$ cat config.mk
export PLATFORM = sky130hd
export DESIGN_NAME = clock_cmd_decoder_flat
export DESIGN_NICKNAME = d
export VERILOG_FILES = /design/src/rtl/clock_cmd_decoder_if.sv /design/src/rtl/clock_cmd_decoder.sv /design/src/flat_wrapper.sv
export SDC_FILE = /design/constraint.sdc
export NUM_CORES = 1
export LEC_CHECK = 0
export BUFFER_PORTS_ARGS = -buffer_cell sky130_fd_sc_hd__buf_2
export CAP_MARGIN = 15
export CELL_PAD_IN_SITES_DETAIL_PLACEMENT = 1
export CELL_PAD_IN_SITES_GLOBAL_PLACEMENT = 2
export CORE_MARGIN = 10
export CORE_UTILIZATION = 32
export DETAILED_ROUTE_END_ITERATION = 8
export PLACE_DENSITY = 0.7
export SLEW_MARGIN = 30
export SYNTH_ARGS = -nofsm -noshare
export SYNTH_HDL_FRONTEND = slang
export SYNTH_SLANG_ARGS = --single-unit
$ cat constraint.sdc
create_clock -name clk -period 3.08 [get_ports clk]
set_input_delay 0.924 -clock clk [delete_from_list [all_inputs] [get_ports clk]]
set_output_delay 0.924 -clock clk [all_outputs]
set_load 0.005 [all_outputs]
$ cat src/rtl/clock_cmd_decoder_if.sv
// Byte-stream handshake between a host/UART byte source and clock_cmd_decoder.
// A byte transfers on a rising edge where in_valid && in_ready.
interface clock_cmd_decoder_if;
    logic       in_valid;
    logic [7:0] in_data;
    logic       in_ready;

    modport master (output in_valid, output in_data, input in_ready);
    modport slave  (input in_valid, input in_data, output in_ready);
endinterface

$ cat src/rtl/clock_cmd_decoder.sv
// Framed byte-command decoder for digital_clock: collects opcode + operands,
// range-checks them and commits them atomically to the registered control outputs.
//
// state   | meaning
// IDLE    | waiting for an opcode byte
// OPERAND | collecting operand bytes, rem = bytes still to come
// COMMIT  | one cycle, in_ready low; validate shadows and update live outputs
module clock_cmd_decoder #(
    parameter int DEFAULT_YEAR = 2020,
    parameter int DEFAULT_MODE = 2
) (
    input  logic                 clk,
    input  logic                 reset,
    clock_cmd_decoder_if.slave   bus,
    input  logic                 alarm_ack,
    input  logic                 timer_done,
    output logic [4:0]           set_hour,
    output logic [5:0]           set_min,
    output logic [5:0]           set_sec,
    output logic [4:0]           set_day,
    output logic [3:0]           set_month,
    output logic [11:0]          set_year,
    output logic                 load_time,
    output logic [4:0]           alarm_hour,
    output logic [5:0]           alarm_min,
    output logic [5:0]           alarm_sec,
    output logic                 alarm_enable,
    output logic [5:0]           timer_min,
    output logic [5:0]           timer_sec,
    output logic                 timer_start,
    output logic [1:0]           display_mode,
    output logic                 cmd_err
);

    localparam logic [1:0] S_IDLE    = 2'd0;
    localparam logic [1:0] S_OPERAND = 2'd1;
    localparam logic [1:0] S_COMMIT  = 2'd2;

    logic [1:0] state;
    logic [7:0] opcode;
    logic [2:0] rem;
    logic       bad_op;
    logic [7:0] shadow [7];
    logic       accept;
    logic       frame_ok;

    function automatic logic [2:0] op_len(input logic [7:0] op);
        case (op)
            8'd3:    op_len = 3'd7;
            8'd4:    op_len = 3'd3;
            8'd5:    op_len = 3'd2;
            default: op_len = 3'd0;
        endcase
    endfunction

    assign bus.in_ready = (state != S_COMMIT);
    assign accept       = bus.in_valid && bus.in_ready;

    always_comb begin
        frame_ok = !bad_op;
        case (opcode)
            8'd3: if (shadow[0] > 8'd23 || shadow[1] > 8'd59 || shadow[2] > 8'd59 ||
                      shadow[3] == 8'd0 || shadow[3] > 8'd31 ||
                      shadow[4] == 8'd0 || shadow[4] > 8'd12 || shadow[5] > 8'd15)
                      frame_ok = 1'b0;
            8'd4: if (shadow[0] > 8'd23 || shadow[1] > 8'd59 || shadow[2] > 8'd59)
                      frame_ok = 1'b0;
            8'd5: if (shadow[0] > 8'd59 || shadow[1] > 8'd59 ||
                      (shadow[0] == 8'd0 && shadow[1] == 8'd0))
                      frame_ok = 1'b0;
            default: ;
        endcase
    end

    always_ff @(posedge clk) begin
        if (reset) begin
            state        <= S_IDLE;
            opcode       <= 8'd0;
            rem          <= 3'd0;
            bad_op       <= 1'b0;
            for (int i = 0; i < 7; i++) shadow[i] <= 8'd0;
            set_hour     <= 5'd0;
            set_min      <= 6'd0;
            set_sec      <= 6'd0;
            set_day      <= 5'd1;
            set_month    <= 4'd1;
            set_year     <= 12'(DEFAULT_YEAR);
            load_time    <= 1'b0;
            alarm_hour   <= 5'd0;
            alarm_min    <= 6'd0;
            alarm_sec    <= 6'd0;
            alarm_enable <= 1'b0;
            timer_min    <= 6'd0;
            timer_sec    <= 6'd0;
            timer_start  <= 1'b0;
            display_mode <= 2'(DEFAULT_MODE);
            cmd_err      <= 1'b0;
        end else begin
            load_time <= 1'b0;
            cmd_err   <= 1'b0;
            if (alarm_ack)  alarm_enable <= 1'b0;
            if (timer_done) timer_start  <= 1'b0;

            case (state)
                S_IDLE: if (accept) begin
                    opcode <= bus.in_data;
                    bad_op <= (bus.in_data == 8'd0) || (bus.in_data > 8'd5);
                    if (op_len(bus.in_data) != 3'd0) begin
                        rem   <= op_len(bus.in_data);
                        state <= S_OPERAND;
                    end else begin
                        state <= S_COMMIT;
                    end
                end
                S_OPERAND: if (accept) begin
                    shadow[op_len(opcode) - rem] <= bus.in_data;
                    rem <= rem - 3'd1;
                    if (rem == 3'd1) state <= S_COMMIT;
                end
                S_COMMIT: begin
                    state <= S_IDLE;
                    // Later assignments here override the ack/done clears above,
                    // so a fresh commit wins over a coincident clear.
                    if (!frame_ok) begin
                        cmd_err <= 1'b1;
                    end else begin
                        case (opcode)
                            8'd1: display_mode <= 2'd1;
                            8'd2: display_mode <= 2'd2;
                            8'd3: begin
                                set_hour  <= shadow[0][4:0];
                                set_min   <= shadow[1][5:0];
                                set_sec   <= shadow[2][5:0];
                                set_day   <= shadow[3][4:0];
                                set_month <= shadow[4][3:0];
                                set_year  <= {shadow[5][3:0], shadow[6]};
                                load_time <= 1'b1;
                            end
                            8'd4: begin
                                alarm_hour   <= shadow[0][4:0];
                                alarm_min    <= shadow[1][5:0];
                                alarm_sec    <= shadow[2][5:0];
                                alarm_enable <= 1'b1;
                            end
                            8'd5: begin
                                timer_min   <= shadow[0][5:0];
                                timer_sec   <= shadow[1][5:0];
                                timer_start <= 1'b1;
                            end
                            default: ;
                        endcase
                    end
                end
                default: state <= S_IDLE;
            endcase
        end
    end

endmodule

$ cat src/flat_wrapper.sv
// flat-port wrapper written by rule: the top's interface ports become plain ports
module clock_cmd_decoder_flat 
#(
    parameter int DEFAULT_YEAR = 2020,
    parameter int DEFAULT_MODE = 2
)
  (clk, reset, alarm_ack, timer_done, set_hour, set_min, set_sec, set_day, set_month, set_year, load_time, alarm_hour, alarm_min, alarm_sec, alarm_enable, timer_min, timer_sec, timer_start, display_mode, cmd_err, bus_in_valid, bus_in_data, bus_in_ready);
  clock_cmd_decoder_if bus_i ();
  input  logic clk;
  input  logic reset;
  input  logic alarm_ack;
  input  logic timer_done;
  output logic [4:0] set_hour;
  output logic [5:0] set_min;
  output logic [5:0] set_sec;
  output logic [4:0] set_day;
  output logic [3:0] set_month;
  output logic [11:0] set_year;
  output logic load_time;
  output logic [4:0] alarm_hour;
  output logic [5:0] alarm_min;
  output logic [5:0] alarm_sec;
  output logic alarm_enable;
  output logic [5:0] timer_min;
  output logic [5:0] timer_sec;
  output logic timer_start;
  output logic [1:0] display_mode;
  output logic cmd_err;
  input wire logic [$bits(bus_i.in_valid)-1:0] bus_in_valid;
  input wire logic [$bits(bus_i.in_data)-1:0] bus_in_data;
  output wire logic [$bits(bus_i.in_ready)-1:0] bus_in_ready;
  assign bus_i.in_valid = bus_in_valid;
  assign bus_i.in_data = bus_in_data;
  assign bus_in_ready = bus_i.in_ready;
  clock_cmd_decoder #(.DEFAULT_YEAR(DEFAULT_YEAR), .DEFAULT_MODE(DEFAULT_MODE)) u_core (.clk(clk), .reset(reset), .bus(bus_i), .alarm_ack(alarm_ack), .timer_done(timer_done), .set_hour(set_hour), .set_min(set_min), .set_sec(set_sec), .set_day(set_day), .set_month(set_month), .set_year(set_year), .load_time(load_time), .alarm_hour(alarm_hour), .alarm_min(alarm_min), .alarm_sec(alarm_sec), .alarm_enable(alarm_enable), .timer_min(timer_min), .timer_sec(timer_sec), .timer_start(timer_start), .display_mode(display_mode), .cmd_err(cmd_err));
endmodule
# Yosys cells after proc, flatten, opt, wreduce, memory -nomap -nowiden
# Memories as Yosys holds them, arrays and structs flattened. A register that Yosys moved wholly into a read port is not among the register bits.
# Index checks and enable logic that the tools add are counted.
# totals
reg_bits,87
mem_bits_rw,56
inputBits,13
wordCells,122
mem_count,1
# op_classes
add_sub_neg,2
magnitude_cmp,8
n_eq_ne,16
n_mux,41
n_bitwise,2
n_reduce_logical,32
# mem_list
memory,depth,width,read_ports,rd_clocked_by_memory_dff,write_ports,line_no,text
u_core.shadow,7,8,7,1,7,clock_cmd_decoder.sv:43,logic [7:0] shadow [7];
# op_table
operator,n
$logic_not A8 Y1,5
$eq A8 B3 Y1 const B,4
$mux W3,10
$eq A8 B2 Y1 const B,3
$gt A8 B6 Y1 const B,3
$mux W1,20
$pmux W3 S3,2
$gt A8 B4 Y1 const B,2
$gt A8 B5 Y1 const B,2
$reduce_and A3 Y1,5
$logic_or A1 B1 Y1,10
$eq A8 B1 Y1 const B,1
$gt A8 B3 Y1 const B,1
$mux W2,4
$mux W8,1
$ne A2 B1 Y1 const B,4
$pmux W2 S2,2
$reduce_or A8 Y1,1
$pmux W3 S2,1
$reduce_and A4 Y1,1
$reduce_bool A2 Y1,2
$eq A3 B1 Y1 const B,1
$pmux W1 S3,1
$reduce_bool A3 Y1,1
other kinds (12),14

# Longest topological paths before layout
# Gate-level depths: netlist of run 1.
# depth
ltp_word,12
ltp_mapped,13
mapped_depth_nobuf,10

# Worst setup path after synthesis of run 1
# Ideal clock, no wire load.
# synth_path
path_type,reg-to-reg
start,register u_core.opcode[5]
end,memory u_core.shadow[1][0] (enable)
arrival_time_ns,2.883
required_ns,2.746
setup_slack_ns,-0.138
path_stages_with_launch,12
path_buffers,1
path_cell_list,dfxtp_1 > or4_4 > nor2_1 > o21ai_0 > ha_1 > fa_1 > xor2_1 > xnor2_1 > and2_1 > clkbuf_1 > o211ai_1 > nand2b_1
# synth_lines
item,line_no,text
from (decl),clock_cmd_decoder.sv:40,logic [7:0] opcode;
from (signal assigned),clock_cmd_decoder.sv:106,opcode <= bus.in_data;
to (decl),clock_cmd_decoder.sv:43,

==> results of run 1 <==
==> metal layers <==
metal	up-vias	global-route usage
met4	0	0.0530
met3	15	0.0430
met2	88	0.247
met5	-	0
met1	2299	0.175
li1	2260	-
==> what timing repair did <==
| item | in CTS | in global routing |
|---|---|---|
| endpoints found under the setup margin | 29 | 57 |
| resized for setup | 4 | 3 |
| setup buffers | 0 | 0 |
==> synth_stat cells <==
| cell type | instances |
|---|---|
| xor2_1 | 1 |
| nand3_1 | 37 |
| clkbuf_1 | 33 |
| o41ai_1 | 16 |
| nand2b_1 | 49 |
| nor2b_1 | 6 |
| nor4_1 | 7 |
| nand3b_1 | 4 |
| or3_1 | 1 |
| nor3b_1 | 2 |
| xnor2_1 | 1 |
| buf_6 | 2 |
| a21oi_1 | 50 |
| inv_1 | 13 |
| a311oi_1 | 1 |
| and2_1 | 9 |
| o211ai_1 | 2 |
| nor3_4 | 1 |
| dfxtp_1 | 95 |
| or4_1 | 4 |
| fa_1 | 1 |
| and4_1 | 1 |
| nand4_1 | 1 |
| mux2i_1 | 44 |
| o21ai_0 | 25 |
| edfxtp_1 | 48 |
| nor2_1 | 84 |
| o41a_4 | 1 |
| nor3_2 | 2 |
| a2111oi_0 | 2 |
| or2_2 | 4 |
| or4_4 | 2 |
| a41oi_1 | 1 |
| o41ai_2 | 1 |
| a211oi_1 | 2 |
| nor3_1 | 6 |
| nand2_2 | 1 |
| ha_1 | 3 |
| a2111o_1 | 1 |
| nor4bb_1 | 1 |
| nand2_1 | 17 |
| a32oi_1 | 1 |
| buf_2 | 4 |
==> final timing paths <==
kind                               to                from  slack (ps)  cells after the start
hold / removal     u_core.set_year[3]  u_core.set_year[3]         460                      2
setup reg to reg  u_core.shadow[6][5]    u_core.opcode[3]         150                     11
setup / recovery  u_core.shadow[6][5]    u_core.opcode[3]         150                     11
hold reg to reg    u_core.set_year[3]  u_core.set_year[3]         460                      2
==> registers in the layout, indices dropped and copies added, names as in the netlist, 2 cells and up <==
register             cells
u_core.timer_min         6
u_core.state             2
u_core.set_year         12
u_core.set_month         4
u_core.display_mode      2
u_core.timer_sec         6
u_core.alarm_min         6
u_core.alarm_sec         6
u_core.alarm_hour        5
u_core.shadow           56
u_core.opcode            8
u_core.set_sec           6
u_core.set_day           5
u_core.rem               3
u_core.set_hour          5
u_core.set_min           6
==> worst min-delay path, cell delays in order, from the launching register on <==
cell     delay (ps)
dfxtp_1         310
o41ai_1          50
a21oi_1          50
==> cells by family (layout without fill, tap and decap cells) <==
family / count (synthesis) / in the layout / share of synthesized area
AOI/OAI and AO/OA: 103 / 103 / 0.107
xor gates and xnor gates: 2 / 2 / 0.00295
adders and majority gates: 4 / 4 / 0.00968
buffers and inverters: 52 / 156 / 0.0362
DFF: 143 / 143 / 0.562
muxes: 44 / 44 / 0.0741
and+or+nand+nor: 239 / 239 / 0.208
==> layout make-up <==
type	instances	area, µm²	share of cell area
sequential	143	3340	0.456
multi-input combinational	392	2430	0.331
timing repair buffer	111	621	0.0847
clock buffer	23	499	0.0681
tap	229	287	0.0391
clock inverter	9	103	0.0140
inverter	13	48.8	0.00666
==> through the flow <==
step / setup TNS [ps] / hold WS, ps
floorplan: 0 / 448
global placement: 0 / 450
detailed placement: -560 / 456
CTS: 0 / 462
global route: 0 / 483
finish: 0 / 461
==> where the power goes <==
part / leakage (nW) / total (mW) / switching [mW] / internal (mW)
Clock: 0.294 / 2.08 / 0.776 / 1.30
Combinational: 1.47 / 0.170 / 0.108 / 0.0621
Sequential: 1.26 / 2.01 / 0.0298 / 1.98
==> metrics, run 1 <==
relative max-transition margin 0.643; Post-Synthesis Cells 587; number of max-cap violations 0; Power Density 581 nW/µm²; area leader, netlist dfxtp_1; final instance area 7330 µm²; Clock Tree Root clkbuf_16; min Tclk post-route 2930 ps; Synth Cell Area 5950 µm²; P&R area growth vs syn 23.2%; CTS clk-pin slew, worst paths 60 ps; final hold vios 0; CTS tree done; n_diodes 0; Met3 Wirelength 826 µm; Max Clock Skew 10.2 ps; DR vias 4662; CTS HTree Levels 4; Initial Util 0.328; fin cells 920; DRT iter0 DRCs 232; Data required, critical path 3360 ps; Skew-Pair Late Insertion Delay 420 ps; yosys warns 0; crit share post-route 0.951; port buffer count 86; Syn Area/Cell 10.1 µm²; hpwl dp 12600 µm; gpl congestion 0.840; Critical Setup Path Class reg -> reg; slew of the pin with the lowest slew margin 535 ps; net count after synthesis 604; share of the synthesized area in the top cell type 0.320; fmax 341 MHz; Lkg Pwr 3.03 nW; crit path max fanout 9; CTS Buf Count 17; CORE AREA 18100 µm²; Arr. time, crit path 3210 ps; crit-path cells or4_4, nor2_4, o21ai_0, ha_2, fa_2, xor2_1, xnor2_1, nor4bb_1, buf_4, or2_2, a21oi_1; clk sinks 143; CP bufs+invs 1; Max VDD drop 0.000383 V; Hold Buf Count CTS 0; Final Max Slew Viols 0; Top Ports 87; WL/cell 19.3 µm; RSZ-0062 raised after global routing false; Die Ht 156 µm; final setup fails 0; CP top delay family simple AND/OR/NAND/NOR gates; total die area 24400 µm²; setup ws final 150 ps; Hold/Removal Path Class reg -> reg; placed instance area 6710 µm²; highest routed metal layer met4; # DRC 0; vias per cell 5.07; drt total wl 17700 µm; WL met1 7890 µm; initial antenna violation count 0; slowest CP cell or4_4; overall power 4.26 mW; placed insts 888; outcome complete, no violations; synth unique cells 43; most frequent cells in the layout 95 x dfxtp_1, 85 x buf_2, 83 x nor2_1; die width 156 µm; endpoint type of the worst setup path register; vias in the first global route 4956; total global routing overflow 0; Critical Path Start Type register; Final nets 695; Post-Place Setup Slack -64.4 ps; layout cells sized above 1 0.230; FF+latch count, synth 143; first-pass GRT wire length 27900 µm; Total GRT Usage 0.147; final core occ 0.404; register area share after synthesis 0.562; largest net degree at the start of global routing 63; Rows 49; CP max stage delay 560 ps; ANT nets after route 0; commonest non-fill, non-tap cell in the layout dfxtp_1; DR WL met2 8750 µm; number of fill cells 2053; Area contributors post-synth dfxtp_1 32%, edfxtp_1 24%, mux2i_1 7.4%, nor2_1 5.3%, nand2b_1 5.2%; Pre-Repair DR Iteration Count 4; Max Buffers Root-to-Sink 2
Power figures use the tool's default switching activity.
==> inputs of run 2 (changes only) <==
--- a/config.mk
+++ b/config.mk
@@ -9,10 +9,11 @@
 export CAP_MARGIN = 15
 export CELL_PAD_IN_SITES_DETAIL_PLACEMENT = 1
 export CELL_PAD_IN_SITES_GLOBAL_PLACEMENT = 2
-export CORE_MARGIN = 10
-export CORE_UTILIZATION = 32
+export CORE_MARGIN = 4
+export CORE_UTILIZATION = 34
+export CTS_BUF_LIST = sky130_fd_sc_hd__clkbuf_4 sky130_fd_sc_hd__clkbuf_8
 export DETAILED_ROUTE_END_ITERATION = 8
-export PLACE_DENSITY = 0.7
+export PLACE_DENSITY = 0.74
 export SLEW_MARGIN = 30
 export SYNTH_ARGS = -nofsm -noshare
 export SYNTH_HDL_FRONTEND = slang
==> metrics, run 2 (same netlist as run 1, synthesis figures left out) <==
CP max stage delay 560 ps; WL/cell 17.7 µm; vias in the first global route 4895; total die area 19700 µm²; Pre-Repair DR Iteration Count 6; largest registers u_core.shadow x56, u_core.set_year x12, u_core.opcode x8; Lkg Pwr 2.93 nW; DRT iter0 DRCs 293; Critical Setup Path Class reg -> reg; ANT nets after route 0; final setup fails 0; relative max-transition margin 0.616; final hold vios 0; crit-path cells or4_4, nor2_4, o21ai_0, ha_2, fa_2, xor2_1, xnor2_1, and2_4, nor2_1, or2_2; Max VDD drop 0.000233 V; slew of the pin with the lowest slew margin 562 ps; layout cells sized above 1 0.229; max FFs per register 56; commonest non-fill, non-tap cell in the layout dfxtp_1; die width 140 µm; Hold Buf Count CTS 0; CTS clk-pin slew, worst paths 80 ps; Top Ports 87; crit path max fanout 8; Arr. time, crit path 3130 ps; drt total wl 16200 µm; CTS HTree Levels 4; first-pass GRT wire length 26400 µm; Data required, critical path 3270 ps; Largest Register u_core.shadow; n_diodes 0; # DRC 0; Rows 48; Hold/Removal Path Class reg -> reg; vias per cell 5.10; port buffer count 86; outcome complete, no violations; clk sinks 143; Power Density 531 nW/µm²; DR vias 4665; P&R area growth vs syn 19.9%; Die Ht 140 µm; gpl congestion 0.785; CTS tree done; Initial Util 0.345; endpoint type of the worst setup path register; Clock Tree Root clkbuf_8; min Tclk post-route 2940 ps; Final Max Slew Viols 0; Critical Path Start Type register; most frequent cells in the layout 95 x dfxtp_1, 85 x buf_2, 83 x nor2_1; largest net degree at the start of global routing 45; Total GRT Usage 0.169; Max Buffers Root-to-Sink 2; Max Clock Skew 11.6 ps; slowest CP cell or4_4; overall power 3.78 mW; number of max-cap violations 0; total global routing overflow 0; CORE AREA 17200 µm²; fmax 340 MHz; setup ws final 141 ps; initial antenna violation count 0; Post-Place Setup Slack -22.1 ps; hpwl dp 11500 µm; Skew-Pair Late Insertion Delay 450 ps; RSZ-0062 raised after global routing false; Final nets 693; crit share post-route 0.954; CTS Buf Count 17
==> run 2: metal layers <==
layer,global-route usage,share of wire,up-vias
met5,0,0,-
met2,0.275,0.47,110
met1,0.223,0.47,2285
li1,-,-,2250
met4,0.0520,0.012,0
met3,0.0410,0.045,20
==> run 2: stage by stage <==
stage          area (µm²)  hold slack [ps]  setup TNS [ps]   util  cells
2_1_floorplan        5960              448               0      -    587
3_3_place_gp         6680              450               0  0.388    881
3_5_place_dp         6680              453            -176  0.388    881
4_1_cts              7110              463               0  0.413    913
5_1_grt              7130              494               0  0.414    914
6_report             7130              461               0  0.414    914
==> run 2: timing repair <==
action                     4_1_cts  5_1_grt
gates resized for setup          3        4
setup buffers                    0        1
pin swaps                        0        1
setup endpoints to repair       24       62
==> run 2: critical path: cells and delay by family (launching register included) <==
kind / cells / cell delay, ps
adders and majority gates: 2 / 560
and+or+nand+nor: 5 / 1340
AOI/OAI and AO/OA: 1 / 110
DFF: 1 / 320
xor gates and xnor gates: 2 / 350
==> run 2: worst paths after layout <==
path	start	endpoint	slack, ps	cells after the start
setup reg to reg	u_core.opcode[3]	u_core.shadow[4][1]	140	10
hold reg to reg	u_core.set_year[0]	u_core.set_year[0]	460	2
hold / removal	u_core.set_year[0]	u_core.set_year[0]	460	2
setup / recovery	u_core.opcode[3]	u_core.shadow[4][1]	140	10
==> run 2: area by class of cell <==
type	count	area, µm²
repair buffers	109	606
clock inverters	15	189
well taps	225	282
fillers	1966	10100
clock buffers	17	234
inverters	13	48.8
flip-flops and latches	143	3340
multi-input cells	392	2430
==> run 2: report_power, final <==
part	switching [mW]	internal [mW]	leakage [nW]	total (mW)
clock network	0.739	0.878	0.210	1.62
registers	0.0262	1.98	1.26	2.00
logic	0.106	0.0608	1.46	0.167
==> inputs of run 3 (changes only) <==
--- a/config.mk
+++ b/config.mk
@@ -13,6 +13,7 @@
 export CORE_UTILIZATION = 34
 export CTS_BUF_LIST = sky130_fd_sc_hd__clkbuf_4 sky130_fd_sc_hd__clkbuf_8
 export DETAILED_ROUTE_END_ITERATION = 8
+export GPL_TIMING_DRIVEN = 0
 export PLACE_DENSITY = 0.74
 export SLEW_MARGIN = 30
 export SYNTH_ARGS = -nofsm -noshare
==> metrics, run 3 (same netlist as run 1, synthesis figures left out) <==
crit path max fanout 8; Fin Setup TNS 0 ps; Max VDD drop 0.000274 V; Largest Register u_core.shadow; layout cells sized above 1 0.235; final core occ 0.420; max FFs per register 56; ANT nets after route 0; Lkg Pwr 2.97 nW; CORE AREA 17200 µm²; Storage cell area 3340 µm²; min Tclk post-route 3080 ps; largest registers u_core.shadow x56, u_core.set_year x12, u_core.opcode x8; slowest CP cell or4_4; Die Ht 140 µm; DRT iter0 DRCs 238; vias per cell 5.19; Final nets 715; # DRC 0; setup ws final 0.518 ps; final hold vios 0; Skew-Pair Late Insertion Delay 450 ps; relative max-transition margin 0.485; total die area 19700 µm²; Top Ports 87; first-pass GRT wire length 28600 µm; Final Max Slew Viols 0; DR vias 4854; Pre-Repair DR Iteration Count 4; commonest non-fill, non-tap cell in the layout dfxtp_1; Power Density 507 nW/µm²; fmax 325 MHz; CTS HTree Levels 4; Max Clock Skew 10.8 ps; Critical Setup Path Class reg -> reg; hpwl dp 13300 µm; drt total wl 18000 µm; die width 140 µm; gpl congestion 0.815; number of fill cells 1987; CP max stage delay 570 ps; Critical Path Start Type register; Initial Util 0.345; n_diodes 0; crit-path cells or4_4, nor2_4, o21ai_2, ha_2, fa_2, xor2_2, xnor2_1, and2_1, buf_8, nand3b_1, nand2b_4; clk sinks 143; port buffer count 86; CTS Buf Count 17; total global routing overflow 0; area of the multi-input gates 2520 µm²; RSZ-0062 raised after global routing true; Rows 48; Reg2Reg Depth 11; crit share post-route 1.00; Hold/Removal Path Class reg -> reg; number of max-cap violations 0; endpoint type of the worst setup path register; final setup fails 0; CTS clk-pin slew, worst paths 80 ps; most frequent cells in the layout 94 x dfxtp_1, 90 x buf_2, 76 x nor2_1; slew of the pin with the lowest slew margin 772 ps; vias in the first global route 5204; outcome complete, no violations; Max Buffers Root-to-Sink 2; hold path depth 2; largest net degree at the start of global routing 17; CTS tree done; Arr. time, crit path 3230 ps; Clock Tree Root clkbuf_8; P&R area growth vs syn 21.8%; initial antenna violation count 0; worst hold slack 463 ps; Total GRT Usage 0.187; WL/cell 19.2 µm; Data required, critical path 3230 ps; Post-Place Setup Slack -471 ps
## run 3: cell types whose count changed in the layout (fill, tap and decap cells not counted), sizes merged
cell and change:
clkinvlp -2, inv +1, clkbuf +31, bufinv -2, clkinv +1, buf -7
## run 3: layout make-up
| type | count | share of cell area |
|---|---|---|
| flip-flops and latches | 143 | 0.462 |
| multi-input cells | 392 | 0.347 |
| repair buffers | 94 | 0.0682 |
| well taps | 225 | 0.0389 |
| clock buffers | 19 | 0.0344 |
| plain buffers | 37 | 0.0240 |
| clock inverters | 13 | 0.0190 |
| inverters | 13 | 0.00673 |
## run 3: worst paths after layout
path                      from             endpoint  slack [ps]
min          u_core.set_day[1]    u_core.set_day[1]         460
min reg2reg  u_core.set_day[1]    u_core.set_day[1]         460
max reg2reg   u_core.opcode[7]  u_core.shadow[2][6]         0.5
max           u_core.opcode[7]  u_core.shadow[2][6]         0.5
## run 3: layer usage
| metal | up-vias | share of wire | global-route usage |
|---|---|---|---|
| li1 | 2299 | - | - |
| met1 | 2422 | 0.44 | 0.238 |
| met2 | 116 | 0.50 | 0.321 |
| met3 | 17 | 0.048 | 0.0434 |
| met4 | 0 | 0.011 | 0.0464 |
| met5 | - | 0 | 0 |
## run 3: power by group
part | internal (mW) | switching, mW | leakage, nW
Clock | 0.742 | 0.749 | 0.206
Sequential | 1.98 | 0.0266 | 1.26
Combinational | 0.0616 | 0.122 | 1.50
Total | 2.78 | 0.897 | 2.97
## run 3: what timing repair did
item                                    in CTS  in global routing
pin swaps                                    5                  5
hold endpoints to repair                     0                  0
hold buffers                                 0                  0
endpoints found under the setup margin      85                 87
buffers inserted                             7                  1
resized for setup                           22                 14
## run 3: critical path: cells and delay by family (launching register included)
family	cells	cell delay [ps]
xor+xnor	2	360
compound gates	1	70
fa+ha+maj	2	540
simple gates	5	1340
flops	1	330
buf+inv	1	140
## run 3: metrics by stage
| step | instances | total power, mW | instance area (µm²) |
|---|---|---|---|
| finish | 936 | 3.68 | 7250 |
| global route | 936 | 3.81 | 7250 |
| CTS | 936 | 3.71 | 7200 |
| detailed placement | 898 | 2.22 | 6670 |
| global placement | 898 | 2.21 | 6670 |
| floorplan | 587 | 2.14 | 5960 |
